## config.mk

```make
export PLATFORM = sky130hd
export DESIGN_NAME = m_ext_issue
export DESIGN_NICKNAME = d
export VERILOG_FILES = /design/src/rtl/m_ext_pkg.sv /design/src/rtl/m_ext_special.sv /design/src/rtl/m_ext_issue.sv
export SDC_FILE = /design/constraint.sdc
export NUM_CORES = 1
export LEC_CHECK = 0
export CORE_ASPECT_RATIO = 0.7
export CORE_MARGIN = 4
export CORE_UTILIZATION = 43
export DETAILED_ROUTE_END_ITERATION = 8
export GPL_ROUTABILITY_DRIVEN = 0
export PLACE_DENSITY = 0.8
export SYNTH_ARGS = -nofsm -noshare
export SYNTH_HDL_FRONTEND = slang
export SYNTH_HIERARCHICAL = 1
export SYNTH_SLANG_ARGS = --single-unit
```

## constraint.sdc

```tcl
create_clock -name clk -period 5.13 [get_ports clk]
set_clock_uncertainty 0.05 [all_clocks]
set_input_delay 1.026 -clock clk [delete_from_list [all_inputs] [get_ports clk]]
set_output_delay 1.026 -clock clk [all_outputs]
set_load 0.02 [all_outputs]
```

## src/rtl/m_ext_pkg.sv

```systemverilog
// Shared types and constants for the M-extension issue logic.
// Imported by the issue controller and its special-case decoder.
package m_ext_pkg;

  typedef enum logic [1:0] {
    IDLE  = 2'd0,
    BUSY  = 2'd1,
    DONE  = 2'd2,
    DRAIN = 2'd3
  } mext_state_t;

  typedef enum logic [2:0] {
    MUL    = 3'd0,
    MULH   = 3'd1,
    MULHSU = 3'd2,
    MULHU  = 3'd3,
    DIV    = 3'd4,
    DIVU   = 3'd5,
    REM    = 3'd6,
    REMU   = 3'd7
  } mext_funct3_t;

  localparam logic [31:0] INT_MIN  = 32'h8000_0000;
  localparam logic [31:0] ALL_ONES = 32'hFFFF_FFFF;

endpackage

```

## src/rtl/m_ext_special.sv

```systemverilog
// Detects divide cases whose result is fixed by the ISA
// (divide by zero, signed overflow) so no unit op is needed.
module m_ext_special
  import m_ext_pkg::*;
(
  input  logic [2:0]  funct3,
  input  logic [31:0] a,
  input  logic [31:0] b,
  output logic        is_special,
  output logic [31:0] special_result
);

  logic div_zero;
  logic ovf;

  assign div_zero = (b == '0);
  assign ovf      = (a == INT_MIN) && (b == ALL_ONES);

  always_comb begin
    is_special     = 1'b0;
    special_result = '0;
    unique case (mext_funct3_t'(funct3))
      DIV: begin
        if (div_zero) begin
          is_special     = 1'b1;
          special_result = ALL_ONES;
        end else if (ovf) begin
          is_special     = 1'b1;
          special_result = INT_MIN;
        end
      end
      DIVU: begin
        if (div_zero) begin
          is_special     = 1'b1;
          special_result = ALL_ONES;
        end
      end
      REM: begin
        if (div_zero) begin
          is_special     = 1'b1;
          special_result = a;
        end else if (ovf) begin
          is_special     = 1'b1;
          special_result = '0;
        end
      end
      REMU: begin
        if (div_zero) begin
          is_special     = 1'b1;
          special_result = a;
        end
      end
      default: ;
    endcase
  end

endmodule

```

## src/rtl/m_ext_issue.sv

```systemverilog
// EX-stage issue controller for a multi-cycle M-extension unit:
// latches operands, pulses load, stalls the pipe, returns result.
module m_ext_issue
  import m_ext_pkg::*;
(
  input  logic        clk,
  input  logic        rst,
  input  logic        valid_in,
  input  logic [2:0]  funct3,
  input  logic [31:0] rs1_val,
  input  logic [31:0] rs2_val,
  input  logic        flush,
  input  logic [31:0] unit_out,
  input  logic        unit_resp,
  output logic [31:0] unit_a,
  output logic [31:0] unit_b,
  output logic [2:0]  unit_funct3,
  output logic        unit_load,
  output logic        stall,
  output logic [31:0] result,
  output logic        result_valid
);

  mext_state_t state, state_n;

  logic        is_special;
  logic [31:0] special_result;
  logic        issue;
  logic        issue_special;
  logic        capture;
  logic        resp_ok;

  m_ext_special u_special (
    .funct3         (funct3),
    .a              (rs1_val),
    .b              (rs2_val),
    .is_special     (is_special),
    .special_result (special_result)
  );

  // a resp seen alongside load belongs to the previous op
  assign resp_ok = unit_resp & ~unit_load;

  always_comb begin
    state_n       = state;
    issue         = 1'b0;
    issue_special = 1'b0;
    capture       = 1'b0;
    unique case (state)
      IDLE: begin
        if (valid_in && !flush) begin
          if (is_special) begin
            issue_special = 1'b1;
            state_n       = DONE;
          end else begin
            issue   = 1'b1;
            state_n = BUSY;
          end
        end
      end
      BUSY: begin
        if (flush) begin
          state_n = resp_ok ? IDLE : DRAIN;
        end else if (resp_ok) begin
          capture = 1'b1;
          state_n = DONE;
        end
      end
      DONE: state_n = IDLE;
      DRAIN: begin
        if (unit_resp) state_n = IDLE;
      end
      default: state_n = IDLE;
    endcase
  end

  always_ff @(posedge clk or posedge rst) begin
    if (rst) begin
      state       <= IDLE;
      unit_a      <= '0;
      unit_b      <= '0;
      unit_funct3 <= '0;
      unit_load   <= 1'b0;
      result      <= '0;
    end else begin
      state     <= state_n;
      unit_load <= issue;
      if (issue) begin
        unit_a      <= rs1_val;
        unit_b      <= rs2_val;
        unit_funct3 <= funct3;
      end
      if (issue_special) begin
        result <= special_result;
      end else if (capture) begin
        result <= unit_out;
      end
    end
  end

  assign result_valid = (state == DONE) & ~flush;

  // in DRAIN the pipe waits even under flush: the unit is still busy
  assign stall = ~rst & valid_in &
                 ((state == DRAIN) |
                  (~flush & (state != DONE)));

endmodule
```

==> results of run 1 <==
==> layout make-up <==
class | instances | area share, %
clock buffers | 11 | 3.49
clock inverters | 3 | 0.622
inverters | 34 | 1.80
multi-input cells | 289 | 27.4
flip-flops and latches | 102 | 35.2
well taps | 153 | 2.64
repair buffers | 209 | 28.8
==> power breakdown <==
part | leakage [nW] | switching (mW) | internal, mW
clock | 0.140 | 0.294 | 0.400
sequential | 1.23 | 0.230 | 1.20
combinational | 1.69 | 0.958 | 1.02
total | 3.06 | 1.48 | 2.61
==> kinds of logic (layout without fill, tap and decap cells) <==
family | count (synthesis) | after routing | synth area share, %
AO/OA/AOI/OAI | 72 | 72 | 10.8
buffers and inverters | 64 | 257 | 7.52
flip-flops | 102 | 102 | 52.0
multiplexers | 67 | 67 | 15.4
AND/OR/NAND/NOR | 150 | 150 | 14.2
==> Yosys cell counts, types with 2 or more instances <==
cell,instances,area [sq um]
inv_1,34,128
buf_2,4,20.0
dfrtp_1,102,2550
nor4_1,14,87.6
buf_1,7,26.3
clkbuf_1,5,18.8
o21ai_0,2,10.0
or3_1,2,12.5
and2_1,3,18.8
mux2_2,48,541
nand3_1,3,15.0
nand2_1,71,267
nor2_1,35,131
mux2_1,19,214
nor3_1,2,10.0
a31oi_1,33,206
buf_8,2,30.0
nand4_1,8,50.1
buf_6,5,56.3
buf_12,3,60.1
nand2b_1,3,18.8
buf_4,4,30.0
a21oi_2,30,263
nand4b_1,3,26.3
==> routing by layer <==
| layer | track usage [%] | part of all wire (%) | vias up |
|---|---|---|---|
| li1 | - | - | 1941 |
| met1 | 31.1 | 45 | 2070 |
| met2 | 34.6 | 45 | 169 |
| met3 | 7.61 | 8.7 | 16 |
| met4 | 4.42 | 1.0 | 2 |
| met5 | 0 | 0.074 | - |
==> through the flow <==
step / instances / power, mW
2_1_floorplan: 455 / 2.39
3_3_place_gp: 787 / 3.38
3_5_place_dp: 787 / 3.42
4_1_cts: 801 / 4.13
5_1_grt: 801 / 4.30
6_report: 801 / 4.10
==> registers in the layout, summed over array words and instances (netlist names) <==
register and flops:
result 32, unit_a 32, unit_b 32, unit_funct3 3, state 2, unit_load 1
==> worst register-to-register path, delay by kind of cell (launching register included) <==
kind / cells / cell delay [ps]
buffers and inverters: 1 / 350
flip-flops: 1 / 480
multiplexers: 1 / 440
AND/OR/NAND/NOR: 3 / 910
==> worst paths after layout <==
path	slack, ps	endpoint	startpoint	cells past startpoint
setup / recovery	1430	stall	rst	4
hold / removal	440	unit_b[14]$_DFFE_PP0P_	unit_b[14]$_DFFE_PP0P_	1
setup reg to reg	2800	unit_b[29]$_DFFE_PP0P_	state[0]$_DFFE_PP0P_	5
hold reg to reg	440	unit_b[14]$_DFFE_PP0P_	unit_b[14]$_DFFE_PP0P_	1
max in group asynchronous	2730	unit_b[4]$_DFFE_PP0P_	rst	3
min in group asynchronous	980	result[28]$_DFFE_PP0P_	rst	2
==> out/qor.txt, run 1 <==
Gr ovfl total: 0
Starting Density: 44.2%
Setup CP Type: primary input to output pin
Cell Pwr Density: 565 mW/mm^2
Mapped Cells: 455
CTS tree: built
Die H: 97.4 um
Post-route ant nets: 0
Antenna Cells: 0
Initial antenna violation count: 1
Pin count of the biggest net entering global routing: 76
Main synth FF type: dfrtp_1
Vias in the first global route: 4,458
Placed Area: 0.00695 sq mm
Die W: 136 um
# setup viols final: 0
Layout Nets: 749
Maximum vdd drop: 0.395 mV
Slew margin rel.: 23.8%
Routed WL: 14,800 um
I/O pins: 206
Arrival @ worst endpoint: 2630 ps
Status: finished, final reports clean
Post-route DRC violation count: 0
FILL cells: 870
Resized cells post-CTS: 0
Max-Cap Viols: 0
Clock-pin slew on the worst setup and hold paths: 70 ps
Yosys warns: 6
Setup ws final: 1430 ps
Final core occ: 65.3%
Sequential fraction of the synthesis area: 52.0%
Num CTS Buffers: 9
Vias after detailed routing: 4,198
Post-Place Worst Slack: 1330 ps
Synth async-reset ratio: 100%
Commonest non-fill, non-tap cell in the layout: clkdlybuf4s50_1
Clock buffer depth: 2
Clk_lat worst skew: 330 ps
Worst-Margin Slew: 1140 ps
CP delay by family, top: buffers and inverters
Design area: 0.00725 sq mm
Avg Cell Area, Syn: 10.8 sq um
Setup TNS: 0 ps
Slowest library cell on the worst path: clkdlybuf4s50_1
H-tree Lvls: 3
TritonRoute pass-1 iters: 4
Max Slew Vio Count: 0
Multi-input gate area: 0.00199 sq mm
DP HPWL: 11,000 um
Synthesis-stage register bit count: 102
Vias per cell: 5.24
Critical Path RT: 4050 ps
Slowest Stage Delay on Critical Path: 630 ps
Final min period: 3700 ps
Peak Freq: 0.270 GHz
I/O Buffers: 205
Layout Area Growth over Synthesis: 47.7%
# hold bufs at CTS: 0
Count of different cell masters after synthesis: 37
P_leak: 3.06 nW
CTS root buf: clkbuf_16
Worst Path Max Fanout: 29
Global-route wire length before repair: 23,700 um
# rows: 32
Core ar.: 0.0111 sq mm
Crit-path most repeated cell: clkdlybuf4s50_1
Syn nets: 559
Global-route usage over all layers: 22.5%
Reg area: 0.00255 sq mm
Clock Sinks: 102
Initial DRC count: 315
HP Class: flop to flop
Worst hold slack: 438 ps
Ratio of cells with drive above 1 in the final layout: 15.9%
Worst path cell trace: clkdlybuf4s50_1 -> inv_4 -> and3_1 -> clkdlybuf4s50_1
Unrepaired setup endpoints after global routing: false
EDFF count, synth: 0
Final Cycle Share: 72.2%
WL/cell: 18.5 um
Synth Cell Area: 0.00491 sq mm
Crit path buf inv count: 3
Final hold violations: 0
Number of post-CTS setup repair buffers: 0
CP endpoint kind: output pin
Critical Path Source Type: primary input
Die area: 0.0132 sq mm
Most frequent cells in the layout: clkdlybuf4s50_1, dfrtp_1, nand2_1
No activity file was read; power rests on OpenSTA's default activity.
==> inputs of run 2 (changes only) <==
==> constraint.sdc (replaced) <==
create_clock -name clk -period 3.5 [get_ports clk]
set_clock_uncertainty 0.05 [all_clocks]
set_input_delay 0.7 -clock clk [delete_from_list [all_inputs] [get_ports clk]]
set_output_delay 0.7 -clock clk [all_outputs]
set_load 0.02 [all_outputs]
==> run 2 against run 1 <==
Power up 46%. Design area rose by 0.45%. Count of clock-buffer cells in the layout rose by 1. Global-route usage is 0.93 points higher. Setup slack worse by 990 ps. Critical path depth did not move. First-iteration DRC count shrank 21%. Critical path type unchanged. Highest routed layer is now met4.
==> out/qor.txt, run 2 (synthesis gave the netlist of run 1 again) <==
Worst Path Max Fanout: 7 (-76%)
FILL cells: 855 (-1.7%)
Crit path buf inv count: 2 (-1)
Vias in the first global route: 4,470 (+0.27%)
# rows: 32 (unchanged)
Post-route DRC violation count: 0 (unchanged)
Most frequent cells in the layout: clkdlybuf4s50_1, dfrtp_1, nand2_1
Maximum vdd drop: 0.466 mV (+18%)
Global-route wire length before repair: 24,500 um (+3.1%)
TritonRoute pass-1 iters: 5 (+1)
Worst hold slack: 442 ps (+3.80 ps)
Worst-Margin Slew: 992 ps (-148 ps)
Worst path cell trace: clkdlybuf4s50_1 -> o21ai_0 -> and3_1 -> clkdlybuf4s50_1
Logic pwr share: 48.9% (+0.7 points)
Ratio of cells with drive above 1 in the final layout: 16.5% (+0.59 points)
CTS tree: built
Crit-path most repeated cell: clkdlybuf4s50_1
Commonest non-fill, non-tap cell in the layout: clkdlybuf4s50_1
Global-route usage over all layers: 23.4% (+0.93 points)
Final min period: 3070 ps
Layout Area Growth over Synthesis: 48.4%
WL/cell: 18.9 um (+2.3%)
CP delay by family, top: buffers and inverters
Core ar.: 0.0111 sq mm (unchanged)
Slowest library cell on the worst path: clkdlybuf4s50_1
Internal power: 3.76 mW (+44%)
P_leak: 3.07 nW (+0.54%)
Clock buffer depth: 2 (unchanged)
Critical Path Source Type: primary input
Final Cycle Share: 87.7%
Critical Path RT: 2750 ps (-1300 ps)
Clock power share: 15.7% (-1.2 points)
# setup viols final: 0 (unchanged)
# hold bufs at CTS: 0 (unchanged)
Slowest Stage Delay on Critical Path: 600 ps (-30 ps)
HP Class: flop to flop
Unrepaired setup endpoints after global routing: false
Number of post-CTS setup repair buffers: 0 (unchanged)
Setup CP Type: primary input to output pin
Switch Pwr: 2.21 mW (+49%)
H-tree Lvls: 3 (unchanged)
Slew margin rel.: 33.9% (+10 points)
Initial antenna violation count: 0 (-1)
Clk_lat worst skew: 340 ps (about the same)
Layout Nets: 754 (+0.67%)
Die H: 97.4 um (unchanged)
Setup ws final: 432 ps (-994 ps)
Post-Place Worst Slack: 76.7 ps (-1250 ps)
Max-Cap Viols: 0 (unchanged)
Vias per cell: 5.25 (about the same)
Resized cells post-CTS: 0 (unchanged)
Final hold violations: 0 (unchanged)
Arrival @ worst endpoint: 2320 ps (-310 ps)
Gr ovfl total: 0 (unchanged)
Post-route ant nets: 0 (unchanged)
Die W: 136 um (unchanged)
CP endpoint kind: output pin
Sequential share of power: 35.3% (+0.4 points)
Vias after detailed routing: 4,238 (+0.95%)
Cell Pwr Density: 821 mW/mm^2 (+45%)
Max Slew Vio Count: 0 (unchanged)
CTS root buf: clkbuf_16
Clock-pin slew on the worst setup and hold paths: 60 ps (about the same)
Starting Density: 44.2% (unchanged)
DP HPWL: 11,500 um (+4.4%)
Clock Sinks: 102 (unchanged)
Setup TNS: 0 ps (unchanged)
Switching share of total power: 37.1% (+0.90 points)
Top flop regs: result: 32 flops, unit_a: 32 flops, unit_b: 32 flops
I/O pins: 206 (unchanged)
I/O Buffers: 205 (unchanged)
Num CTS Buffers: 9 (unchanged)
Status: finished, final reports clean
Routed WL: 15,300 um (+3.2%)
Antenna Cells: 0 (unchanged)
Die area: 0.0132 sq mm (unchanged)
Pin count of the biggest net entering global routing: 79 (+3.9%)
Initial DRC count: 248 (-21%)
Peak Freq: 0.326 GHz
## run 2: through the flow
| step | power (mW) | cells | cell area (sq um) | utilization [%] |
|---|---|---|---|---|
| 5_1_grt | 6.29 | 808 | 7280 | 65.6 |
| 2_1_floorplan | 3.51 | 455 | 4910 | - |
| 3_3_place_gp | 4.98 | 792 | 7000 | 63.1 |
| 3_5_place_dp | 5.07 | 792 | 7000 | 63.1 |
| 4_1_cts | 6.03 | 808 | 7280 | 65.6 |
| 6_report | 5.97 | 808 | 7280 | 65.6 |
## run 2: path summary, 6_finish.rpt
kind / startpoint / end / slack, ps / depth (start not counted)
setup / recovery: flush / stall / 430 / 4
hold / removal: unit_b[9]$_DFFE_PP0P_ / unit_b[9]$_DFFE_PP0P_ / 440 / 1
setup reg to reg: state[0]$_DFFE_PP0P_ / unit_a[17]$_DFFE_PP0P_ / 1610 / 5
hold reg to reg: unit_b[9]$_DFFE_PP0P_ / unit_b[9]$_DFFE_PP0P_ / 440 / 1
max in group asynchronous: rst / unit_b[9]$_DFFE_PP0P_ / 1370 / 4
min in group asynchronous: rst / result[30]$_DFFE_PP0P_ / 730 / 3
## run 2: power groups by stage
stage / sequential, mW / combinational [mW] / clock, mW
floorplan: 2.76 / 0.748 / 0
global placement: 2.10 / 2.88 / 0
detailed placement: 2.13 / 2.94 / 0
CTS: 2.11 / 2.95 / 0.960
global route: 2.19 / 3.09 / 1.02
finish: 2.11 / 2.92 / 0.940
## run 2: worst reg2reg max path, cell delays in order (launching register included)
cell and delay, ps:
dfrtp_1 490, nor2_2 190, nand2_1 130, nor3_4 200
buf_4 330, mux2_2 390
## run 2: final cells by class
class,instances,area [sq um],area share [%]
flip-flops and latches,102,2550,35.1
repair buffers,214,2140,29.4
multi-input cells,289,1990,27.3
clock buffers,12,246,3.39
well taps,153,191,2.63
inverters,34,131,1.80
clock inverters,4,32.5,0.447
## run 2: per-layer routing
layer | global-route usage [%] | vias up | part of all wire (%)
met5 | 0 | - | 0
met4 | 4.88 | 0 | 1.2
met3 | 9.01 | 17 | 10
met2 | 37.2 | 180 | 46
met1 | 30.5 | 2076 | 43
li1 | - | 1965 | -
==> inputs of run 3 (changes only) <==
--- a/config.mk
+++ b/config.mk
@@ -5,6 +5,7 @@
 export SDC_FILE = /design/constraint.sdc
 export NUM_CORES = 1
 export LEC_CHECK = 0
+export CAP_MARGIN = 20
 export CORE_ASPECT_RATIO = 0.7
 export CORE_MARGIN = 4
 export CORE_UTILIZATION = 43
==> run 3 against run 2 <==
Clock power hardly changed. Register-to-register slack hardly changed. Core utilization is 0.25 points higher. Routed wire length hardly changed. Setup slack worse by 7.8 ps. Non-clock buffer count is 1 higher. Via count is 0.19% lower. First-iteration DRC count is 4.4% higher. Sequential power hardly changed. Count of clock-buffer cells in the layout stayed put. Combinational power hardly changed. Sequential share of layout area is 0.13 points lower. Critical path type unchanged.
==> out/qor.txt, run 3 (synthesis gave the netlist of run 1 again) <==
Status: finished, final reports clean
Gr ovfl total: 0 (unchanged)
Slew margin rel.: 33.5% (-0.42 points)
Final hold violations: 0 (unchanged)
Logic pwr share: 49.0% (about the same)
I/O pins: 206 (unchanged)
R2R cell count: 5 (unchanged)
Max Slew Vio Count: 0 (unchanged)
Most frequent cells in the layout: clkdlybuf4s50_1, dfrtp_1, nand2_1
Starting Density: 44.2% (unchanged)
Layout Area Growth over Synthesis: 48.9%
Core ar.: 0.0111 sq mm (unchanged)
Post-route ant nets: 0 (unchanged)
WHS Endpoint: unit_b[16]$_DFFE_PP0P_
RR Endpoint: unit_a[20]$_DFFE_PP0P_
Setup ws final: 424 ps (-7.81 ps)
Vias per cell: 5.23 (-0.31%)
DP HPWL: 11,500 um (unchanged)
Clock Sinks: 102 (unchanged)
Switch Pwr: 2.21 mW (about the same)
Min-delay src: unit_b[16]$_DFFE_PP0P_
Unrepaired setup endpoints after global routing: false
Clock power share: 15.7% (about the same)
Switching share of total power: 37.1% (about the same)
Clock-pin slew on the worst setup and hold paths: 70 ps (about the same)
Sequential share of power: 35.3% (about the same)
Layout Nets: 755 (+0.13%)
Clk_lat worst skew: 340 ps (about the same)
Die W: 136 um (unchanged)
# rows: 32 (unchanged)
Antenna Cells: 0 (unchanged)
P_leak: 3.08 nW (+0.41%)
Die H: 97.4 um (unchanged)
Hold depth: 1 (unchanged)
Final non-filler cell total: 809 (+0.12%)
Initial antenna violation count: 0 (unchanged)
Number of post-CTS setup repair buffers: 0 (unchanged)
Final Cycle Share: 87.9% (+0.22 points)
FILL cells: 852 (-0.35%)
Max-Cap Viols: 0 (unchanged)
R2R Setup Slk: 1620 ps (about the same)
Routed WL: 15,300 um (about the same)
CP endpoint kind: output pin
Commonest non-fill, non-tap cell in the layout: clkdlybuf4s50_1
Resized cells post-CTS: 0 (unchanged)
Maximum vdd drop: 0.467 mV (+0.21%)
Final min period: 3080 ps (+7.81 ps)
Critical Path RT: 2750 ps (about the same)
Global-route usage over all layers: 23.4% (unchanged)
DP Cell Count: 792 (unchanged)
I/O Buffers: 205 (unchanged)
Ratio of cells with drive above 1 in the final layout: 16.6% (+0.13 points)
WL/cell: 18.9 um (about the same)
TritonRoute pass-1 iters: 5 (unchanged)
Worst-Margin Slew: 998 ps (+6.27 ps)
Setup CP Type: primary input to output pin
CTS root buf: clkbuf_16
Top flop regs: result: 32 flops, unit_a: 32 flops, unit_b: 32 flops
Cell Pwr Density: 818 mW/mm^2 (-0.32%)
# setup viols final: 0 (unchanged)
HP Class: flop to flop
Critical Path Source Type: primary input
Post-route DRC violation count: 0 (unchanged)
Clock buffer depth: 2 (unchanged)
# hold bufs at CTS: 0 (unchanged)
Worst R2R Start: state[0]$_DFFE_PP0P_
Post-Place Worst Slack: 76.7 ps (unchanged)
Num CTS Buffers: 9 (unchanged)
Worst Path Max Fanout: 7 (unchanged)
Vias in the first global route: 4,470 (unchanged)
Die area: 0.0132 sq mm (unchanged)
Global-route wire length before repair: 24,500 um (unchanged)
Internal power: 3.76 mW (about the same)
CTS tree: built
Vias after detailed routing: 4,230 (-0.19%)
Arrival @ worst endpoint: 2330 ps (about the same)
Setup TNS: 0 ps (unchanged)
H-tree Lvls: 3 (unchanged)
Pin count of the biggest net entering global routing: 79 (unchanged)
Peak Freq: 0.325 GHz (-0.25%)
Initial DRC count: 259 (+4.4%)
run 3: cell types whose count changed in the layout (fill, tap and decap cells not counted):
cell	delta
buf_16	+1
run 3: how the worst max path moves through the flow:
stage                           start                     end  cells after the start
after CTS                 rs1_val[24]  result[11]$_DFFE_PP0P_                      9
final                           flush                   stall                      4
after global routing      rs1_val[24]  result[16]$_DFFE_PP0P_                      9
after detailed placement  rs1_val[24]  result[11]$_DFFE_PP0P_                      9
after global placement    rs1_val[24]  result[11]$_DFFE_PP0P_                      9
after floorplan                   rst                   stall                      2
run 3: layout make-up:
class | instances | area [sq um] | share of cell area (%)
clock buffer | 12 | 246 | 3.37
clock inverter | 4 | 32.5 | 0.445
inverter | 34 | 131 | 1.80
multi-input combinational | 289 | 1990 | 27.2
sequential | 102 | 2550 | 34.9
tap | 153 | 191 | 2.62
timing repair buffer | 215 | 2170 | 29.7
run 3: worst max-delay path, stage by stage:
cell and delay, ps:
clkdlybuf4s50_1 560, o21ai_0 280, and3_1 190, clkdlybuf4s50_1 600
run 3: routing by layer:
layer	vias to the layer above	GRT usage, %	part of all wire, %
met4	0	4.88	1.2
met2	168	37.2	46
li1	1965	-	-
met1	2080	30.5	43
met5	-	0	0
met3	17	9.01	9.9
run 3: power by group through the flow:
stage / Sequential (mW) / Combinational, mW / Clock, mW
floorplan: 2.76 / 0.748 / 0
global placement: 2.10 / 2.88 / 0
detailed placement: 2.13 / 2.94 / 0
CTS: 2.11 / 2.95 / 0.960
global route: 2.19 / 3.09 / 1.02
finish: 2.11 / 2.93 / 0.939
run 3: per-stage QoR:
| stage | hold WS [ps] | instance area, sq um | util, % | power, mW |
|---|---|---|---|---|
| finish | 439 | 7310 | 65.9 | 5.98 |
| CTS | 443 | 7280 | 65.6 | 6.03 |
| detailed placement | 428 | 7000 | 63.1 | 5.07 |
| global placement | 420 | 7000 | 63.1 | 4.98 |
| global route | 456 | 7310 | 65.9 | 6.30 |
| floorplan | 520 | 4910 | - | 3.51 |
